<file path="config.mk">
export PLATFORM = sky130hd
export DESIGN_NAME = wb_port_arbiter
export DESIGN_NICKNAME = d
export VERILOG_FILES = /design/src/rtl/wb_port_arbiter.sv
export SDC_FILE = /design/constraint.sdc
export NUM_CORES = 1
export LEC_CHECK = 0
export ABC_AREA = 0
export CAP_MARGIN = 0
export CORE_MARGIN = 2
export CORE_UTILIZATION = 48
export CTS_CLUSTER_SIZE = 28
export DETAILED_ROUTE_END_ITERATION = 10
export HOLD_SLACK_MARGIN = 0.08
export PLACE_DENSITY = 0.9
export SLEW_MARGIN = 20
export SYNTH_ARGS = -nofsm -noshare
export SYNTH_HDL_FRONTEND = slang
export SYNTH_SLANG_ARGS = --single-unit
</file>
<file path="constraint.sdc">
create_clock -name clk -period 3.3 [get_ports clk]
set_input_delay 0.33 -clock clk [delete_from_list [all_inputs] [get_ports clk]]
set_output_delay 0.33 -clock clk [all_outputs]
set_load 0.02 [all_outputs]
</file>
<file path="src/rtl/wb_port_arbiter.sv">
// wb_port_arbiter
//   Shares the single register-file write port between the in-order MEM/WB
//   writeback and a long-latency unit (divider/FPU). Pipeline writes always
//   win the slot. LLU results wait in a small in-order FIFO and drain into
//   cycles where the pipeline leaves the slot free. If the FIFO head is denied
//   STARVE_LIMIT consecutive cycles, the pipeline is stalled until the FIFO
//   has drained completely.
//
// Ports
//   clk, rst              clock; asynchronous active-high reset
//   wb_int_we_i/fp_we_i   pipeline integer / float RF write requests
//   wb_rd_i, wb_data_i    pipeline destination register and data
//   llu_valid_i/ready_o   LLU result handshake
//   llu_fp_i/rd_i/data_i  LLU result: target RF, destination register, data
//   stall_pipe_o          freeze IF..MEM and bubble MEM/WB (FORCE state)
//   rf_int_we_o/fp_we_o   registered RF write enables
//   rf_rd_o, rf_data_o    registered RF write address / data
//   fifo_cnt_o            FIFO occupancy, for the hazard unit
//   fsm_state_o           current FSM state (0 IDLE, 1 WAIT, 2 FORCE), debug
//
// Handshake: an LLU result transfers on a rising clk edge where llu_valid_i
// and llu_ready_o are both high. llu_ready_o depends only on the registered
// occupancy, so it has no combinational path from any input. The LLU holds
// its payload stable while valid is high and ready is low.

module wb_port_arbiter #(
  parameter int DEPTH        = 2,
  parameter int STARVE_LIMIT = 4
) (
  input  logic                     clk,
  input  logic                     rst,
  input  logic                     wb_int_we_i,
  input  logic                     wb_fp_we_i,
  input  logic [4:0]               wb_rd_i,
  input  logic [31:0]              wb_data_i,
  input  logic                     llu_valid_i,
  output logic                     llu_ready_o,
  input  logic                     llu_fp_i,
  input  logic [4:0]               llu_rd_i,
  input  logic [31:0]              llu_data_i,
  output logic                     stall_pipe_o,
  output logic                     rf_int_we_o,
  output logic                     rf_fp_we_o,
  output logic [4:0]               rf_rd_o,
  output logic [31:0]              rf_data_o,
  output logic [$clog2(DEPTH):0]   fifo_cnt_o,
  output logic [1:0]               fsm_state_o
);

  localparam int CW = $clog2(DEPTH) + 1;
  localparam int PW = (DEPTH > 1) ? $clog2(DEPTH) : 1;
  localparam int WW = $clog2(STARVE_LIMIT + 1);

  typedef enum logic [1:0] {
    IDLE  = 2'd0,
    WAIT  = 2'd1,
    FORCE = 2'd2
  } state_t;

  state_t          state, state_nxt;
  logic [WW-1:0]   wait_cnt, wait_cnt_nxt;
  logic [CW-1:0]   cnt, cnt_nxt;
  logic [PW-1:0]   wr_ptr, rd_ptr;
  logic [37:0]     mem [DEPTH];
  logic [37:0]     head;
  logic            slot_free;
  logic            push;
  logic            pop;

  // An integer write to x0 does not really use the port, so it frees the slot.
  assign slot_free   = !wb_fp_we_i && !(wb_int_we_i && (wb_rd_i != 5'd0));
  assign llu_ready_o = (cnt < CW'(DEPTH));
  assign push        = llu_valid_i && llu_ready_o;
  assign pop         = slot_free && (cnt != '0);
  assign head        = mem[rd_ptr];

  assign fifo_cnt_o   = cnt;
  assign stall_pipe_o = (state == FORCE);
  assign fsm_state_o  = state;

  always_comb begin
    cnt_nxt = cnt;
    if (push && !pop)      cnt_nxt = cnt + CW'(1);
    else if (!push && pop) cnt_nxt = cnt - CW'(1);
  end

  // Storage is not reset: occupancy and pointers alone decide what is valid.
  always_ff @(posedge clk) begin
    if (push) mem[wr_ptr] <= {llu_fp_i, llu_rd_i, llu_data_i};
  end

  // DEPTH is a power of two, so the pointers wrap by natural overflow.
  always_ff @(posedge clk or posedge rst) begin
    if (rst) begin
      wr_ptr <= '0;
      rd_ptr <= '0;
      cnt    <= '0;
    end else begin
      if (push) wr_ptr <= wr_ptr + PW'(1);
      if (pop)  rd_ptr <= rd_ptr + PW'(1);
      cnt <= cnt_nxt;
    end
  end

  // Write port: the pipeline has priority. Otherwise the FIFO head drains.
  // A popped integer result for x0 is consumed without a write.
  always_ff @(posedge clk or posedge rst) begin
    if (rst) begin
      rf_int_we_o <= 1'b0;
      rf_fp_we_o  <= 1'b0;
      rf_rd_o     <= '0;
      rf_data_o   <= '0;
    end else if (!slot_free) begin
      rf_int_we_o <= wb_int_we_i && (wb_rd_i != 5'd0);
      rf_fp_we_o  <= wb_fp_we_i;
      rf_rd_o     <= wb_rd_i;
      rf_data_o   <= wb_data_i;
    end else if (pop) begin
      rf_int_we_o <= !head[37] && (head[36:32] != 5'd0);
      rf_fp_we_o  <= head[37];
      rf_rd_o     <= head[36:32];
      rf_data_o   <= head[31:0];
    end else begin
      rf_int_we_o <= 1'b0;
      rf_fp_we_o  <= 1'b0;
      rf_rd_o     <= '0;
      rf_data_o   <= '0;
    end
  end

  always_ff @(posedge clk or posedge rst) begin
    if (rst) begin
      state    <= IDLE;
      wait_cnt <= '0;
    end else begin
      state    <= state_nxt;
      wait_cnt <= wait_cnt_nxt;
    end
  end

  // wait_cnt counts consecutive cycles in which a non-empty FIFO is denied
  // the slot. In WAIT the FIFO is never empty, so "no pop" means "denied".
  always_comb begin
    state_nxt    = state;
    wait_cnt_nxt = wait_cnt;
    case (state)
      IDLE: begin
        wait_cnt_nxt = '0;
        if (push) state_nxt = WAIT;
      end
      WAIT: begin
        if (cnt_nxt == '0) begin
          state_nxt    = IDLE;
          wait_cnt_nxt = '0;
        end else if (pop) begin
          wait_cnt_nxt = '0;
        end else if (wait_cnt == WW'(STARVE_LIMIT - 1)) begin
          state_nxt    = FORCE;
          wait_cnt_nxt = '0;
        end else begin
          wait_cnt_nxt = wait_cnt + WW'(1);
        end
      end
      FORCE: begin
        wait_cnt_nxt = '0;
        // Pushes arriving during FORCE keep cnt_nxt non-zero and extend it.
        if (cnt_nxt == '0) state_nxt = IDLE;
      end
      default: begin
        state_nxt    = IDLE;
        wait_cnt_nxt = '0;
      end
    endcase
  end

endmodule

</file>
==> metrics.md, run 1 <==
| Metric | Value |
|---|---|
| Clock insertion delay at the later pin of the skew report | 0.50 ns |
| Starting Density | ~50% |
| PwrDens | 754.8 mW/mm^2 |
| Outcome | complete, no violations |
| Post-synth ARST share | roughly 39% |
| Synthesis-to-finish area growth | 43.26% |
| # IOs | 125 |
| Reg2reg end | fifo_cnt_o[1]$_DFF_PP0_ |
| Min-Delay Path Class | primary input to async pin |
| Total of max-cap violations | 0 |
| Final setup vio count | 0 |
| Syn nets | 344 |
| H-tree levels | 4 |
| Residual DRC | 0 |
| WL final | 9302 um |
| Post-CTS setup buffers | 0 |
| CTS Sinks | 124 |
| Critical path launch point | fifo_cnt_o[0]$_DFF_PP0_ |
| Synth cell types | 34 |
| Final core utilization | 71.28% |
| Met3 wire length | 518 um |
| Peak VDD IR | 0.0004489 V |
| Reg area | between 0.003 and 0.004 sq mm |
| Sequential share of power | 41.1% |
| Core box area | between 0.009 and 0.01 sq mm |
| Skew final | 0.007030 ns |
| Internal | 3654 uW |
| Relative slew margins | 38.33% |
| Count of pins over their slew limit | 0 |
| HPWL Detailed | 6217 um |
| Type of origin of the critical path | flip-flop |
| Port bufs | 124 |
| Metal-1 WL | about 3700 um |
| WL met2 | 5014 um |
| Seq/Total Area, Yosys | approximately 75% |
| Number of diodes | 0 |
| Root buf cell | clkbuf_8 |
| Largest net degree at the start of global routing | 49 |
| Remaining Overflow, GRT | 0 |
| Core Rows | 35 |
| Syn Area/Cell | 17.63 sq um |
| Die area | 0.01042 sq mm |
| Dpl cells | approximately 500 |
| R2R depth | 7 |
| Clk pwr share | about 38% |
| Leak pwr | 0.002507 uW |
| Final Hold Vio Count | 0 |
| Post-route ant nets | 0 |
| Hold-fix buffers, CTS | 0 |
| Post-layout min period | 2.334 ns |
| Finished Cell Area | 0.006618 sq mm |
| Crit-path cells | inv_1 > ha_1 > nor4_1 > a21oi_4 > buf_16 > mux2_2 > a31oi_1 |
| Crit-path max FO | 22 |
| Clock slew at reported path FFs | 0.06 ns |
| Vias in the first global route | between 2k and 3k |
| Starting DRT DRC Count | 39 |
| Share of cells above drive strength 1 | about 11% |
| Worst Path Required | 3.71 ns |
| GR Util All Layers | 18.81% |
| Post-route insts no fill | 537 |
| Synth area leader | edfxtp_1 |
| Placement-stage cell area | ~0.006 sq mm |
| Worst setup EP type | flip-flop |
| Nets@finish | 477 |
| Unrepaired setup endpoints after global routing | false |
| Worst reg2reg startpoint | fifo_cnt_o[0]$_DFF_PP0_ |
| Fin crit share | 70.72% |
| Logic pwr share | 21.2% |
| WS Path Type | flip-flop to flip-flop |
| Post-cts sizing count | 0 |
| Setup TNS | 0 ns |
| CTS buffer count | 17 |
| Mapped Cells | 262 |
| Mapped cell area | between 0.004 and 0.005 sq mm |
| Top cell type's share of synthesized area | about 49% |
| Sw frac | 26.85% |
| Synth top cells by count | 76 x edfxtp_1, 48 x dfrtp_1, 38 x mux2i_1 |
| CP max stage delay | around 0.55 ns |
| CP endpoint | fifo_cnt_o[1]$_DFF_PP0_ |
| Die extent in y | 102.1 um |
| Main synth FF type | edfxtp_1 |
| Clock tree buffer depth | 2 |
| DP Worst Slack | 0.6612 ns |
| TritonCTS clock tree | yes |
| Synth top area cells | edfxtp_1 49%, dfrtp_1 26%, mux2i_1 8.2%, o2bb2ai_1 6.6%, buf_8 0.98% |
| R2R setup slack | 0.97 ns |
| Fillers | 622 |
| Slowest stage cell, crit path | nor4_1 |
| Initial antenna violation count | 0 |
| Number of synthesized flops with an enable pin | 76 |
| Routed vias/inst | 5.125 |
| Synth warn | 0 |
| Worst setup margin | 0.9662 ns |
| Top Metal Used | met4 |
| Synth Register Bits | 124 |
| WL per Instance | 17.32 um |
| DRT Pass-1 Iters | 4 |
| Crit path DAT | 2.75 ns |
| Top-count cell post-synth | edfxtp_1 |
| Die Wd | around 100 um |
| Multi-input gate area | 0.001047 sq mm |
| Placer Congestion | 0.8415 |
| Total number of vias | around 2.8k |
| Global-route wire length before repair | 14410 um |
| Worst-Margin Slew | 0.9250 ns |
| Max Freq | approximately 430 MHz |
| Sw Pwr | 1341 uW |
## worst max-delay path, delay by kind of cell (launching register included)
family,cells,cell delay (ns)
DFF,1,0.41
muxes,1,0.27
buffers and inverters,2,0.35
and+or+nand+nor,1,0.55
adders and majority gates,1,0.24
AOI/OAI and AO/OA,2,0.42
## layer usage
layer / global-route usage (%) / up-vias
met4: 5.949 / 0
li1: - / 1286
met1: 21.32 / 1355
met5: 0 / -
met2: 33.35 / 99
met3: 6.703 / 12
## cell usage in the layout, fill, tap and decap left out, types with 4 or more instances in the layout
master and instances:
clkdlybuf4s50_1 124, edfxtp_1 76, dfrtp_1 47, mux2i_1 38, o2bb2ai_1 35, clkbuf_16 17
nor3_1 4, xnor2_1 4
## state kept, by name (all words and copies together) (netlist names)
register,cells
rf_int_we_o,1
rf_data_o,32
rf_rd_o,5
wait_cnt,3
fifo_cnt_o,2
fsm_state_o,2
wr_ptr,1
mem,76
rd_ptr,1
rf_fp_we_o,1
## power by group through the flow
stage               clock network [uW]  logic [uW]  registers, uW
finish                            1880        1060           2050
detailed placement                   0        1050           2080
global placement                     0        1010           2060
floorplan                            0         570           2120
global route                      1990        1140           2080
CTS                               1910        1060           2050
## through the flow
stage	hold WS (ns)	total power [uW]
after floorplan	0.4192	2687
after global placement	0.4307	3077
after detailed placement	0.4659	3133
after CTS	0.3767	5018
after global routing	0.3716	5211
final	0.2992	4995
## final cells by class
cell class | count | share of cell area, %
clock buffers | 21 | 6.958
clock inverters | 11 | 2.363
inverters | 4 | 0.2458
multi-input cells | 120 | 15.83
flip-flops and latches | 124 | 52.66
well taps | 129 | 2.439
repair buffers | 128 | 19.51
## cells by family (layout without fill, tap and decap cells)
logic type	after synthesis	after routing	synth area share (%)
AO/OA/AOI/OAI	48	48	8.749
XOR/XNOR	4	4	0.7583
multiplexers	40	40	8.721
buffers and inverters	18	164	2.410
flip-flops	124	124	75.41
AND/OR/NAND/NOR	26	26	3.413
adder cells (fa/ha/maj)	2	2	0.5416
## how the worst min path moves through the flow
stage	startpoint	endpoint	slack (ns)	cells after the start
after floorplan	wait_cnt[0]$_DFF_PP0_	wait_cnt[0]$_DFF_PP0_	0.42	1
after global placement	wait_cnt[0]$_DFF_PP0_	wait_cnt[0]$_DFF_PP0_	0.43	1
after detailed placement	wait_cnt[0]$_DFF_PP0_	wait_cnt[0]$_DFF_PP0_	0.47	1
after CTS	wb_data_i[19]	rf_data_o[19]$_DFF_PP0_	0.38	2
after global routing	rst	rf_rd_o[0]$_DFF_PP0_	0.37	2
final	rst	rf_rd_o[0]$_DFF_PP0_	0.30	2
Note: power is estimated with default switching activity, not from simulation.
==> inputs of run 2 (changes only) <==
clock period = 2.4 ns   (was 3.3 ns; I/O delays follow)
==> metrics.md, run 2 (synthesized netlist as in run 1, its figures left out) <==
| Metric | Value |
|---|---|
| Outcome | complete, no violations |
| Commonest non-fill, non-tap cells in the layout | 124 x clkdlybuf4s50_1, 76 x edfxtp_1, 47 x dfrtp_1 |
| Final setup vio count | 0 |
| Post-route ant nets | 0 |
| Crit-path cells | nor2b_1 > clkdlybuf4s50_1 |
| Global-route wire length before repair | between 15000 and 20000 um |
| CTS Sinks | about 120 |
| Final Hold Vio Count | 0 |
| Residual DRC | 0 |
| WS Path Type | flip-flop to output port |
| DRT Pass-1 Iters | 4 |
| Core box area | slightly above 0.009 sq mm |
| CP max stage delay | 0.65 ns |
| Leak pwr | roughly 0.0025 uW |
| Clock tree buffer depth | 2 |
| Die extent in y | 102.1 um |
| Commonest non-fill, non-tap cell in the layout | clkdlybuf4s50_1 |
| Synthesis-to-finish area growth | 45.04% |
| Share of cells above drive strength 1 | 12.14% |
| Type of origin of the critical path | flip-flop |
| Nets@finish | roughly 480 |
| Clock insertion delay at the later pin of the skew report | 0.51 ns |
| Root buf cell | clkbuf_8 |
| Total Power | a little over 7000 uW |
| PwrDens | 1063 mW/mm^2 |
| Peak VDD IR | 0.0006862 V |
| Relative slew margins | 61.87% |
| Starting Density | 49.76% |
| Routed vias/inst | 5.237 |
| WL final | 9907 um |
| CTS buffer count | 17 |
| Worst-Margin Slew | between 0.5 and 0.6 ns |
| Finished Cell Area | 0.006700 sq mm |
| Starting DRT DRC Count | 155 |
| R2R depth | 6 |
| Initial antenna violation count | 0 |
| Slowest stage cell, crit path | clkdlybuf4s50_1 |
| Top flop regs | mem (76), rf_data_o (32), rf_rd_o (5) |
| Unrepaired setup endpoints after global routing | false |
| Post-layout min period | ~2.1 ns |
| Post-CTS setup buffers | 0 |
| Port bufs | 124 |
| Top delay family on crit path | buffers and inverters |
| Hold-fix buffers, CTS | 0 |
| Reg with most FFs | mem |
| Number of diodes | 0 |
| WL per Instance | between 15 and 20 um |
| Setup TNS | 0 ns |
| Die Wd | 102.1 um |
| Placer Congestion | 0.8545 |
| R2R setup slack | 0.42 ns |
| H-tree levels | 4 |
| Skew final | 0.01355 ns |
| Worst reg2reg startpoint | fifo_cnt_o[0]$_DFF_PP0_ |
| TritonCTS clock tree | yes |
| Core Rows | 35 |
| Fillers | ~630 |
| Largest net degree at the start of global routing | 49 |
| Crit-path max FO | 6 |
| Max Freq | 481.8 MHz |
| Worst setup EP type | output port |
| # IOs | approximately 130 |
| HPWL Detailed | 6366 um |
| Placement-stage cell area | 0.006047 sq mm |
| Reg2reg end | rd_ptr$_DFFE_PP0P_ |
| CP bufs+invs | 1 |
| Min-Delay Path Class | primary input to async pin |
| Fin crit share | 86.47% |
| GR Util All Layers | 20.57% |
| Remaining Overflow, GRT | 0 |
| Post-cts sizing count | 0 |
| WHS | 0.1041 ns |
| Die area | 0.01042 sq mm |
| Count of pins over their slew limit | 0 |
| Vias in the first global route | 3072 |
| Max reg flops | 76 |
| Total of max-cap violations | 0 |
| Clock slew at reported path FFs | 0.06 ns |
| Worst Path Required | 2.16 ns |
| Crit path DAT | 1.84 ns |
| Total number of vias | 2833 |
## run 2: how the worst max path moves through the flow
stage | start | endpoint | cells after the start
floorplan | fifo_cnt_o[1]$_DFF_PP0_ | mem[0][0]$_DFFE_PP_ | 3
global placement | wb_rd_i[3] | rf_data_o[12]$_DFF_PP0_ | 6
detailed placement | wb_rd_i[3] | rf_data_o[22]$_DFF_PP0_ | 6
CTS | fsm_state_o[0]$_DFFE_PP0P_ | stall_pipe_o | 2
global route | fsm_state_o[0]$_DFFE_PP0P_ | stall_pipe_o | 2
finish | fsm_state_o[0]$_DFFE_PP0P_ | stall_pipe_o | 2
## run 2: tightest hold or removal path, stage by stage
cell and delay [ns]:
clkdlybuf4s50_1 0.41, inv_2 0.07, buf_12 0.26
## run 2: layout make-up
| type | count | area (sq um) | share of cell area, % |
|---|---|---|---|
| Sequential cell | 124 | 3485 | 52.01 |
| Timing Repair Buffer | 132 | 1339 | 19.98 |
| Multi-Input combinational cell | 120 | 1047 | 15.63 |
| Clock buffer | 20 | 445.4 | 6.648 |
| Clock inverter | 12 | 207.7 | 3.100 |
| Tap cell | 129 | 161.4 | 2.409 |
| Inverter | 4 | 15.01 | 0.2241 |
## run 2: power by group
part           internal (uW)  total [uW]  switching [uW]
clock network           1860        2770             917
logic                    756        1550             796
registers               2610        2800             185
## run 2: through the flow
stage               worst slack (ns)  util, %  instances
floorplan                     0.1886        -        262
global placement              0.3955    65.13        509
detailed placement            0.3258    65.13        509
CTS                           0.3065    72.17        541
global route                  0.2558    72.17        541
finish                        0.3246    72.17        541
## run 2: routing by layer
| layer | vias to the layer above | share of wire [%] | track usage [%] |
|---|---|---|---|
| met5 | - | 0 | 0 |
| met4 | 0 | 1.2 | 8.103 |
| met3 | 14 | 6.7 | 6.840 |
| met2 | 120 | 55 | 37.35 |
| met1 | 1400 | 37 | 22.12 |
| li1 | 1299 | - | - |
